===== src/rtl/tim_pkg.sv =====
// tim_pkg: timer register map, APB master state encoding and default bus widths.
package tim_pkg;
   localparam int TIM_ADDR_W = 12;
   localparam int TIM_DATA_W = 32;
   localparam logic [11:0] TIM_TCR   = 12'h000;
   localparam logic [11:0] TIM_TDR0  = 12'h004;
   localparam logic [11:0] TIM_TDR1  = 12'h008;
   localparam logic [11:0] TIM_TCMP0 = 12'h00C;
   localparam logic [11:0] TIM_TCMP1 = 12'h010;
   localparam logic [11:0] TIM_TIER  = 12'h014;
   localparam logic [11:0] TIM_TISR  = 12'h018;
   localparam logic [11:0] TIM_THCSR = 12'h01C;
   typedef enum logic [1:0] {IDLE, SETUP, ACCESS, RESP} apb_state_e;
endpackage


===== src/rtl/tim_apb_master.sv =====
// tim_apb_master: valid/ready command to APB initiator with a bounded pready wait.
module tim_apb_master
   import tim_pkg::*;
#(
   parameter int ADDR_W  = TIM_ADDR_W,
   parameter int DATA_W  = TIM_DATA_W,
   parameter int TIMEOUT = 16
) (
   input  logic                sys_clk,
   input  logic                sys_rst_n,
   input  logic                cmd_valid,
   output logic                cmd_ready,
   input  logic                cmd_write,
   input  logic [ADDR_W-1:0]   cmd_addr,
   input  logic [DATA_W-1:0]   cmd_wdata,
   input  logic [DATA_W/8-1:0] cmd_strb,
   output logic                rsp_valid,
   input  logic                rsp_ready,
   output logic [DATA_W-1:0]   rsp_rdata,
   output logic                rsp_err,
   output logic                rsp_timeout,
   output logic                tim_psel,
   output logic                tim_penable,
   output logic                tim_pwrite,
   output logic [ADDR_W-1:0]   tim_paddr,
   output logic [DATA_W-1:0]   tim_pwdata,
   output logic [DATA_W/8-1:0] tim_pstrb,
   input  logic [DATA_W-1:0]   tim_prdata,
   input  logic                tim_pready,
   input  logic                tim_pslverr
);
   localparam int CNT_W = (TIMEOUT > 0) ? $clog2(TIMEOUT + 1) : 1;
   localparam logic [CNT_W-1:0] CNT_LAST = CNT_W'((TIMEOUT > 0) ? TIMEOUT - 1 : 0);
   apb_state_e          state_q, state_d;
   logic [CNT_W-1:0]    cnt_q, cnt_d;
   logic                write_q, write_d;
   logic [ADDR_W-1:0]   addr_q, addr_d;
   logic [DATA_W-1:0]   wdata_q, wdata_d;
   logic [DATA_W/8-1:0] strb_q, strb_d;
   logic [DATA_W-1:0]   rdata_q, rdata_d;
   logic                err_q, err_d;
   logic                to_q, to_d;
   always_comb begin
      state_d = state_q;
      cnt_d   = cnt_q;
      write_d = write_q;
      addr_d  = addr_q;
      wdata_d = wdata_q;
      strb_d  = strb_q;
      rdata_d = rdata_q;
      err_d   = err_q;
      to_d    = to_q;
      case (state_q)
         IDLE: if (cmd_valid) begin
            state_d = SETUP;
            write_d = cmd_write;
            addr_d  = cmd_addr;
            wdata_d = cmd_wdata;
            strb_d  = cmd_write ? cmd_strb : '0;
         end
         SETUP: begin
            state_d = ACCESS;
            cnt_d   = '0;
         end
         ACCESS: if (tim_pready) begin
            state_d = RESP;
            rdata_d = write_q ? '0 : tim_prdata;
            err_d   = tim_pslverr;
            to_d    = 1'b0;
         end else if (TIMEOUT != 0 && cnt_q == CNT_LAST) begin
            state_d = RESP;
            rdata_d = '0;
            err_d   = 1'b1;
            to_d    = 1'b1;
         end else begin
            // saturate so a disabled timeout never wraps the counter
            cnt_d = (cnt_q == '1) ? cnt_q : cnt_q + CNT_W'(1);
         end
         RESP: if (rsp_ready) begin
            state_d = IDLE;
            cnt_d   = '0;
         end
         default: state_d = IDLE;
      endcase
   end
   always_ff @(posedge sys_clk or negedge sys_rst_n) begin
      if (!sys_rst_n) begin
         state_q <= IDLE;
         cnt_q   <= '0;
         write_q <= 1'b0;
         addr_q  <= '0;
         wdata_q <= '0;
         strb_q  <= '0;
         rdata_q <= '0;
         err_q   <= 1'b0;
         to_q    <= 1'b0;
      end else begin
         state_q <= state_d;
         cnt_q   <= cnt_d;
         write_q <= write_d;
         addr_q  <= addr_d;
         wdata_q <= wdata_d;
         strb_q  <= strb_d;
         rdata_q <= rdata_d;
         err_q   <= err_d;
         to_q    <= to_d;
      end
   end
   assign cmd_ready   = state_q == IDLE;
   assign tim_psel    = state_q == SETUP || state_q == ACCESS;
   assign tim_penable = state_q == ACCESS;
   assign rsp_valid   = state_q == RESP;
   assign tim_pwrite  = write_q;
   assign tim_paddr   = addr_q;
   assign tim_pwdata  = wdata_q;
   assign tim_pstrb   = strb_q;
   assign rsp_rdata   = rdata_q;
   assign rsp_err     = err_q;
   assign rsp_timeout = to_q;
endmodule


===== config.mk =====
export PLATFORM = sky130hd
export DESIGN_NAME = tim_apb_master
export DESIGN_NICKNAME = d
export VERILOG_FILES = /design/src/rtl/tim_pkg.sv /design/src/rtl/tim_apb_master.sv
export SDC_FILE = /design/constraint.sdc
export NUM_CORES = 1
export LEC_CHECK = 0
export CAP_MARGIN = 10
export CORE_UTILIZATION = 41
export CTS_CLUSTER_SIZE = 20
export DETAILED_ROUTE_END_ITERATION = 16
export GPL_TIMING_DRIVEN = 0
export PLACE_DENSITY = 0.81
export SLEW_MARGIN = 20
export SYNTH_ARGS = -nofsm -noshare
export SYNTH_HDL_FRONTEND = slang
export SYNTH_SLANG_ARGS = --single-unit

===== constraint.sdc =====
create_clock -name sys_clk -period 2.07 [get_ports sys_clk]
set_input_delay 0.414 -clock sys_clk [delete_from_list [all_inputs] [get_ports sys_clk]]
set_output_delay 0.414 -clock sys_clk [all_outputs]
set_load 0.005 [all_outputs]

**Yosys cells after proc, flatten, opt, wreduce, memory -nomap -nowiden**

Cells that the tools add are included.
W data, S select, Z words.

- Word-level logic and storage cells: 46
- Output and inout bits: 87
- Flip-flop bits (word level): 90
- Bits of input ports: 87

- Reductions and logical operators: 8
- Multiplexer cells: 17
- Equality and inequality tests: 11
- Add/sub/neg operators: 1

Operators with widths:

| cell | count |
|---|---|
| $mux W32 | 3 |
| $mux W5 | 4 |
| $pmux W5 S3 | 1 |
| $mux W2 | 4 |
| $ne A2 B2 Y1 const B | 4 |
| $pmux W2 S4 | 1 |
| $add A5 B1 Y5 const B | 1 |
| $eq A5 B4 Y1 const B | 1 |
| $eq A5 B5 Y1 const B | 1 |
| $reduce_and A5 Y1 | 1 |
| $eq A2 B2 Y1 const B | 2 |
| $mux W4 | 1 |
| $reduce_and A2 Y1 | 2 |
| $mux W1 | 3 |
| $ne A3 B1 Y1 const B | 1 |
| $reduce_and A3 Y1 | 1 |
| $reduce_bool A3 Y1 | 1 |
| $eq A2 B1 Y1 const B | 1 |
| $logic_not A2 Y1 | 1 |
| $ne A2 B1 Y1 const B | 1 |
| $reduce_bool A2 Y1 | 1 |
| $logic_or A1 B1 Y1 | 1 |

**Logic depth before layout (Yosys ltp)**

Gate-level depths: netlist (run 1).

- Word-level depth: 5
- Mapped depth: 8
- Mapped depth without buffers: 7

**Worst setup path after synthesis (run 1)**

OpenSTA, ideal clock, no wires.

- Path type: reg-to-reg
- Start point: reg cnt_q[0]
- End point: reg cnt_q[3]
- Buffers on the path: 0
- Setup slack: 0.198 ns
- Setup time: 0.069 ns
- Cell stages (with the launch flop): 8
- Data arrival time: 1.803 ns
- Cell sequence: dfrtp_1 ha_1 and3_1 ha_1 nor3_4 nand4_1 or4_1 nand3_1

- Longest elaborated chain between the ends: 5
- Elaborated cells on any way between the ends: 10

Ends and longest elaborated chain:

| item | line | RTL |
|---|---|---|
| start, declared | tim_apb_master.sv:35 | `logic [CNT_W-1:0] cnt_q, cnt_d;` |
| start signal, assigned | tim_apb_master.sv:99 | `cnt_q <= cnt_d;` |
| $add A5 B1 Y5 | tim_apb_master.sv:77 | `cnt_d = (cnt_q == '1) ? cnt_q : cnt_q + CNT_W'(1);` |
| $mux W5 | tim_apb_master.sv:77 |  |
| $mux W5 | tim_apb_master.sv:70 | `end else if (TIMEOUT != 0 && cnt_q == CNT_LAST) begin` |
| $mux W5 | tim_apb_master.sv:65 | `ACCESS: if (tim_pready) begin` |
| $pmux W5 S3 | tim_apb_master.sv:53 | `case (state_q)` |

Several ways; a longest one is shown, not always the timed one. The select of a mux whose other input is x is not followed.
A chain may end at the register's enable or synchronous reset.

**Worst setup path after layout (run 1)**

- Start point: reg state_q[0]
- End point: out tim_psel

- Longest elaborated chain between the ends: 2
- Elaborated cells on any way between the ends: 3

Ends and longest elaborated chain:

| item | line | RTL |
|---|---|---|
| start, declared | tim_apb_master.sv:34 | `apb_state_e state_q, state_d;` |
| start signal, assigned | tim_apb_master.sv:98 | `state_q <= state_d;` |
| $eq A2 B1 Y1 or $eq A2 B2 Y1 (tied branches) | tim_apb_master.sv:110 | `assign tim_psel = state_q == SETUP \|\| state_q == ACCESS;` |
| $logic_or A1 B1 Y1 * | tim_apb_master.sv:110 |  |
| end, declared | tim_apb_master.sv:22 | `output logic tim_psel,` |

Every way passes the cells marked *; elsewhere a longest branch is shown, timed or not.

==> results.sh, run 1 <==
export IMPL_clock_sinks=90
export IMPL_clockBufferDepth=2
export IMPL_synth_mux_area_share_pct=14.6
export IMPL_grt_pass1_wl_mm=14.2
export IMPL_r2r_start="cnt_q[0]$_DFFE_PN0P_"
export IMPL_worstHoldPathType="in2async"
export IMPL_ios=174
export IMPL_crit_path_end_kind="output port"
export IMPL_vias_per_cell=4.86
export IMPL_startpoint="state_q[0]$_DFFE_PN0P_"
export IMPL_nets=578
export IMPL_vias=2885
export IMPL_synth_area_mm2=0.00361
export IMPL_p_leak_nw=2.48
export IMPL_coreArea_mm2=0.00838
export IMPL_fmaxAchievable_mhz=492
export IMPL_synth_top_family_by_area="multiplexers"
export IMPL_grt_pass1_vias=2954
export IMPL_status="complete, no violations"
export IMPL_die_area_mm2=0.00918
export IMPL_syn_inst=295
export IMPL_clk_latency_ps=350
export IMPL_path_class="reg2out"
export IMPL_cap_viol_max_count=0
export IMPL_area_growth_pct=60.2
export IMPL_slew_headroom_pct=66.6
export IMPL_synth_seq_area_share_pct=62.4
export IMPL_place_ws_ps=-160
export IMPL_fin_crit_sh_pct=98.2
export IMPL_drc_errors=0
export IMPL_synth_fp_nets=389
export IMPL_die_h_um=95.8
export IMPL_tightest_slew_ps=502
export IMPL_setup_violations_final=0
export IMPL_cp_required_ps=1660
export IMPL_crit_arrival_ps=1620
export IMPL_powerDensity_mw_per_mm2=1390
export IMPL_die_x_um=95.8
export IMPL_worst_slack_ps=38.2
export IMPL_cts_buffers=9
export IMPL_synth_top_cell_area_share_pct=62.4
export IMPL_dr_pass1_iters=4
export IMPL_drt_total_wl_mm=9.26
export IMPL_drt_iter0_drc=110
export IMPL_place_area_mm2=0.00550
export IMPL_min_period_ps=2030
export IMPL_synth_compound_area_share_pct=8.32
export IMPL_grt_usage_pct=20.7
export IMPL_vdd_drop_max_uv=684
export IMPL_clkTransAtPathRegs_ps=90
export IMPL_cts_tree="built"
export IMPL_ctsHoldBuffers=0
export IMPL_cts_root_buf="clkbuf_8"
export IMPL_wl_per_cell_um=15.6
export IMPL_setup_worst_path_start_class="flop"
export IMPL_overflow=0
export IMPL_ant_nets=0
export IMPL_grt_max_degree=56
export IMPL_synth_avg_cell_area_um2=12.2
export IMPL_finalHoldViolCount=0
export IMPL_drive_gt1_share_pct=18.6
export IMPL_h_tree_depth=3
export IMPL_slew_violations=0
export IMPL_synth_area_leaders="dfrtp_1, mux2_2, nand2_1"
export IMPL_fp_row_count=33
export IMPL_ys_seq_elements=90
export IMPL_io_buffers=173
export IMPL_antenna_found_initial=0
export IMPL_finClkSkew_ps=11.4
export IMPL_synth_xor_area_share_pct=0
export IMPL_worstPathMaxFanout=3
export IMPL_fin_area_mm2=0.00578
export IMPL_yosys_area_share_simple_pct=8.98
export IMPL_nFillCells=629
export IMPL_synth_cell_types=27
export IMPL_initial_core_util_pct=43.1
export IMPL_utilization_pct=69.0
export IMPL_place_hpwl_mm=7.05
export IMPL_rsz0062_at_grt="true"
export IMPL_globalplace_congestion=0.793
export IMPL_antennaDiodeCount=0
export IMPL_yosys_area_share_adder_pct=2.43
export IMPL_ys_warn_count=0
export IMPL_yosys_area_top_type="dfrtp_1"
==> repair_timing <==
item                                    in CTS  in global routing
endpoints found under the setup margin      26                 31
gates resized for setup                      3                  7
pin swaps                                    0                  2
cloned                                       0                  0
buffers inserted                             2                  2
==> critical path, cell delays in order (launching register included) <==
cell and delay [ps]:
dfrtp_1 370, inv_1 80, ha_1 320, clkdlybuf4s50_1 510
==> worst paths after layout <==
path / endpoint / slack [ps] / cells after the start
worst max register to register: cnt_q[3]$_DFFE_PN0P_ / 170 / 7
worst min-delay path: rsp_rdata[20]$_DFFE_PN0P_ / 20 / 1
min in group sys_clk: tim_pstrb[1]$_DFFE_PN0P_ / 480 / 2
worst min register to register: tim_pstrb[1]$_DFFE_PN0P_ / 480 / 2
worst max-delay path: tim_psel / 40 / 3
max in group asynchronous: tim_pstrb[0]$_DFFE_PN0P_ / 1420 / 2
==> Yosys cell counts (all sizes together) <==
| library cell | instances |
|---|---|
| a21bo | 1 |
| a21oi | 5 |
| a22o | 7 |
| and2 | 1 |
| and3 | 1 |
| buf | 14 |
| clkbuf | 2 |
| dfrtp | 90 |
| ha | 7 |
| inv | 8 |
| mux2 | 46 |
| mux2i | 1 |
| nand2 | 62 |
| nand2b | 3 |
| nand3 | 2 |
| nand4 | 1 |
| nor2 | 2 |
| nor2b | 1 |
| nor3 | 1 |
| o21ai | 34 |
| o22a | 1 |
| o22ai | 1 |
| o32a | 1 |
| o41ai | 1 |
| or3 | 1 |
| or4 | 1 |
==> state kept, by name, summed over array words and instances (netlist names) <==
signal       cells
rsp_err          1
state_q          2
tim_pwdata      32
cnt_q            5
tim_paddr       12
rsp_rdata       32
rsp_timeout      1
tim_pstrb        4
tim_pwrite       1
==> kinds of logic after synthesis <==
family,after synthesis
DFF,90
and+or+nand+nor,76
AOI/OAI and AO/OA,51
muxes,47
buffers and inverters,24
adders and majority gates,7
==> metrics by stage <==
stage	power, W	setup TNS [ps]	cells	hold slack [ps]
floorplan	0.00437	0	295	118
global placement	0.00652	-238790	573	462
detailed placement	0.00669	-3030	574	418
CTS	0.00812	0	592	26.4
global route	0.00859	-34.6	594	48.4
finish	0.00805	0	594	19.3
==> routing by layer <==
layer / global-route usage (%) / share of wire (%) / vias to the layer above
met5: 0 / 0 / -
li1: - / - / 1375
met2: 36.3 / 51 / 118
met1: 23.8 / 39 / 1382
met4: 7.09 / 1.1 / 0
met3: 6.87 / 9.0 / 10
==> cells in the final DEF, fill, tap and decap left out, types with 3 or more instances in the layout <==
| cell | n |
|---|---|
| dfrtp_1 | 90 |
| clkbuf_8 | 11 |
| mux2_2 | 46 |
| ha_1 | 4 |
| a21oi_1 | 5 |
| nand2b_1 | 3 |
| nand2_1 | 62 |
| clkdlybuf4s50_1 | 172 |
| o21ai_0 | 33 |
| buf_4 | 10 |
| buf_2 | 9 |
| ha_2 | 3 |
| a22o_1 | 7 |
| inv_1 | 8 |
==> area by class of cell <==
class	instances	area [um2]	share of cell area, %
sequential	90	2250	38.9
timing repair buffer	178	1790	30.9
multi-input combinational	181	1260	21.7
clock buffer	11	151	2.62
tap	105	131	2.27
buffer	16	92.6	1.60
clock inverter	5	83.8	1.45
inverter	8	30.0	0.519
==> where the power goes <==
group / switching [W] / leakage [nW] / total [W] / internal (W)
Combinational: 0.00127 / 1.24 / 0.00364 / 0.00237
Clock: 0.000628 / 0.112 / 0.00138 / 0.000751
Sequential: 0.000441 / 1.13 / 0.00304 / 0.00260
Total: 0.00234 / 2.48 / 0.00805 / 0.00571
Power figures use the tool's default switching activity.
==> run 2: changes to the inputs <==
Settings changed: REMOVE_ABC_BUFFERS set to 1.
Clock period 2.07 ns to 2.1 ns, I/O delays scaled along.
==> results.sh, run 2 (synthesized netlist as in run 1, its figures left out) <==
export IMPL_status="complete, no violations"
export IMPL_worstHoldPathType="in2async"
export IMPL_cts_tree="built"
export IMPL_tightest_slew_ps=573
export IMPL_grt_use_met3_pct=5.77
export IMPL_clkTransAtPathRegs_ps=90
export IMPL_slew_violations=0
export IMPL_clockBufferDepth=2
export IMPL_crit_top_cell="ha_2"
export IMPL_fin_area_mm2=0.00572
export IMPL_crit_path_end_kind="flop"
export IMPL_seq_area_mm2=0.00225
export IMPL_combinationalPowerShare_pct=46.6
export IMPL_h_tree_depth=3
export IMPL_vias_per_cell=4.84
export IMPL_nets=565
export IMPL_die_area_mm2=0.00918
export IMPL_dr_pass1_iters=4
export IMPL_worst_slack_ps=79.5
export IMPL_r2r_end="rsp_rdata[6]$_DFFE_PN0P_"
export IMPL_clk_latency_ps=350
export IMPL_path_class="reg2reg"
export IMPL_ios=174
export IMPL_place_area_mm2=0.00549
export IMPL_setup_violations_final=0
export IMPL_r2r_setup_slack_ps=80
export IMPL_finalHoldViolCount=0
export IMPL_initial_core_util_pct=43.1
export IMPL_grt_busiest_layer="met2"
export IMPL_rr_worst_depth=6
export IMPL_grt_usage_pct=18.9
export IMPL_slowest_delay_ps=450
export IMPL_stdcell_count=580
export IMPL_rsz0062_at_grt="true"
export IMPL_fp_row_count=33
export IMPL_multi_input_area_mm2=0.00128
export IMPL_switchingPower_w=0.00226
export IMPL_place_hpwl_mm=6.45
export IMPL_cts_root_buf="clkbuf_8"
export IMPL_cpLargestDelayFamily="compound AO/OA/AOI/OAI gates"
export IMPL_coreArea_mm2=0.00838
export IMPL_path_cells="ha_2 > and3_1 > ha_2 > o21ai_4 > buf_16 > o21ai_0"
export IMPL_worstPathMaxFanout=38
export IMPL_area_growth_pct=58.4
export IMPL_p_leak_nw=2.43
export IMPL_p_int_w=0.00536
export IMPL_cts_buffers=9
export IMPL_nFillCells=644
export IMPL_antennaDiodeCount=0
export IMPL_dp_cells=561
export IMPL_cap_viol_max_count=0
export IMPL_fin_crit_sh_pct=96.2
export IMPL_antenna_found_initial=0
export IMPL_drc_errors=0
export IMPL_vdd_drop_max_uv=662
export IMPL_cp_buffers_inverters=1
export IMPL_place_ws_ps=-0.114
export IMPL_fin_tns_setup_ps=0
export IMPL_globalplace_congestion=0.730
export IMPL_fmaxAchievable_mhz=495
export IMPL_grt_pass1_vias=2835
export IMPL_grt_use_met2_pct=32.4
export IMPL_wl_per_cell_um=14.9
export IMPL_ctsHoldBuffers=0
export IMPL_clock_sinks=90
export IMPL_drt_iter0_drc=63
export IMPL_grt_max_degree=49
export IMPL_vias=2807
export IMPL_swShare_pct=29.7
export IMPL_slowest_stage="o21ai_4"
export IMPL_finClkSkew_ps=9.70
export IMPL_cp_required_ps=2320
export IMPL_ant_nets=0
export IMPL_setup_worst_path_start_class="flop"
export IMPL_overflow=0
export IMPL_crit_arrival_ps=2240
export IMPL_layout_common_cells="clkdlybuf4s50_1, dfrtp_1, nand2_1"
export IMPL_drive_gt1_share_pct=17.3
export IMPL_drt_total_wl_mm=8.64
export IMPL_min_period_ps=2020
export IMPL_io_buffers=173
export IMPL_final_common_cell="clkdlybuf4s50_1"
export IMPL_clkPwrFrac_pct=14.1
export IMPL_power_frac_seq_pct=39.2
export IMPL_die_x_um=95.8
export IMPL_die_h_um=95.8
export IMPL_powerDensity_mw_per_mm2=1330
export IMPL_r2r_start="cnt_q[0]$_DFFE_PN0P_"
export IMPL_use_met1_pct=23.0
export IMPL_grt_pass1_wl_mm=13.3
export IMPL_slew_headroom_pct=61.8
[run 2: cell types whose count changed in the layout (fill, tap and decap cells not counted), sizes merged]
cell and delta:
dlymetal6s2s +1, bufinv -2, clkinvlp +1, buf -11
clkdlybuf4s50 -1, clkbuf -3, clkinv +1
[run 2: routing by layer]
layer	wire length, um	up-vias	share of wire (%)
li1	-	1349	-
met1	3560	1337	41
met2	4280	111	49
met3	710	10	8.2
met4	92	0	1.1
met5	0	-	0
[run 2: what timing repair did]
| item | CTS | global route |
|---|---|---|
| buffers inserted | 0 | 4 |
| pin swaps | 0 | 2 |
| hold endpoints to repair | 0 | 0 |
| resized for setup | 5 | 4 |
| endpoints found under the setup margin | 8 | 22 |
[run 2: area by class of cell]
class	instances	area share, %
inverters	8	0.525
repair buffers	181	32.3
well taps	105	2.30
clock buffers	10	2.41
clock inverters	5	0.700
multi-input cells	181	22.3
flip-flops and latches	90	39.4
[run 2: power groups by stage]
stage	clock network (W)	registers (W)	logic (W)
finish	0.00108	0.00299	0.00356
global route	0.00117	0.00310	0.00390
CTS	0.00111	0.00300	0.00356
detailed placement	0	0.00303	0.00353
global placement	0	0.00296	0.00339
floorplan	0	0.00306	0.00119
[run 2: per-stage QoR]
step                      utilization, %  hold WS (ps)  total power [W]
after global placement              64.2           460          0.00635
after floorplan                        -           124          0.00425
after CTS                           67.7          63.9          0.00767
final                               68.2          63.2          0.00763
after global routing                68.2          83.1          0.00817
after detailed placement            65.4           450          0.00655
[run 2: how the worst max path moves through the flow]
stage | to | slack (ps) | start | cells after the start
floorplan | rsp_rdata[0]$_DFFE_PN0P_ | -2130 | cnt_q[0]$_DFFE_PN0P_ | 5
global placement | rsp_rdata[16]$_DFFE_PN0P_ | -3300 | cnt_q[0]$_DFFE_PN0P_ | 5
detailed placement | rsp_rdata[6]$_DFFE_PN0P_ | -0.1 | cnt_q[0]$_DFFE_PN0P_ | 6
CTS | tim_psel | 2 | state_q[1]$_DFFE_PN0P_ | 3
global route | rsp_rdata[16]$_DFFE_PN0P_ | -50 | cnt_q[0]$_DFFE_PN0P_ | 7
finish | rsp_rdata[6]$_DFFE_PN0P_ | 80 | cnt_q[0]$_DFFE_PN0P_ | 6
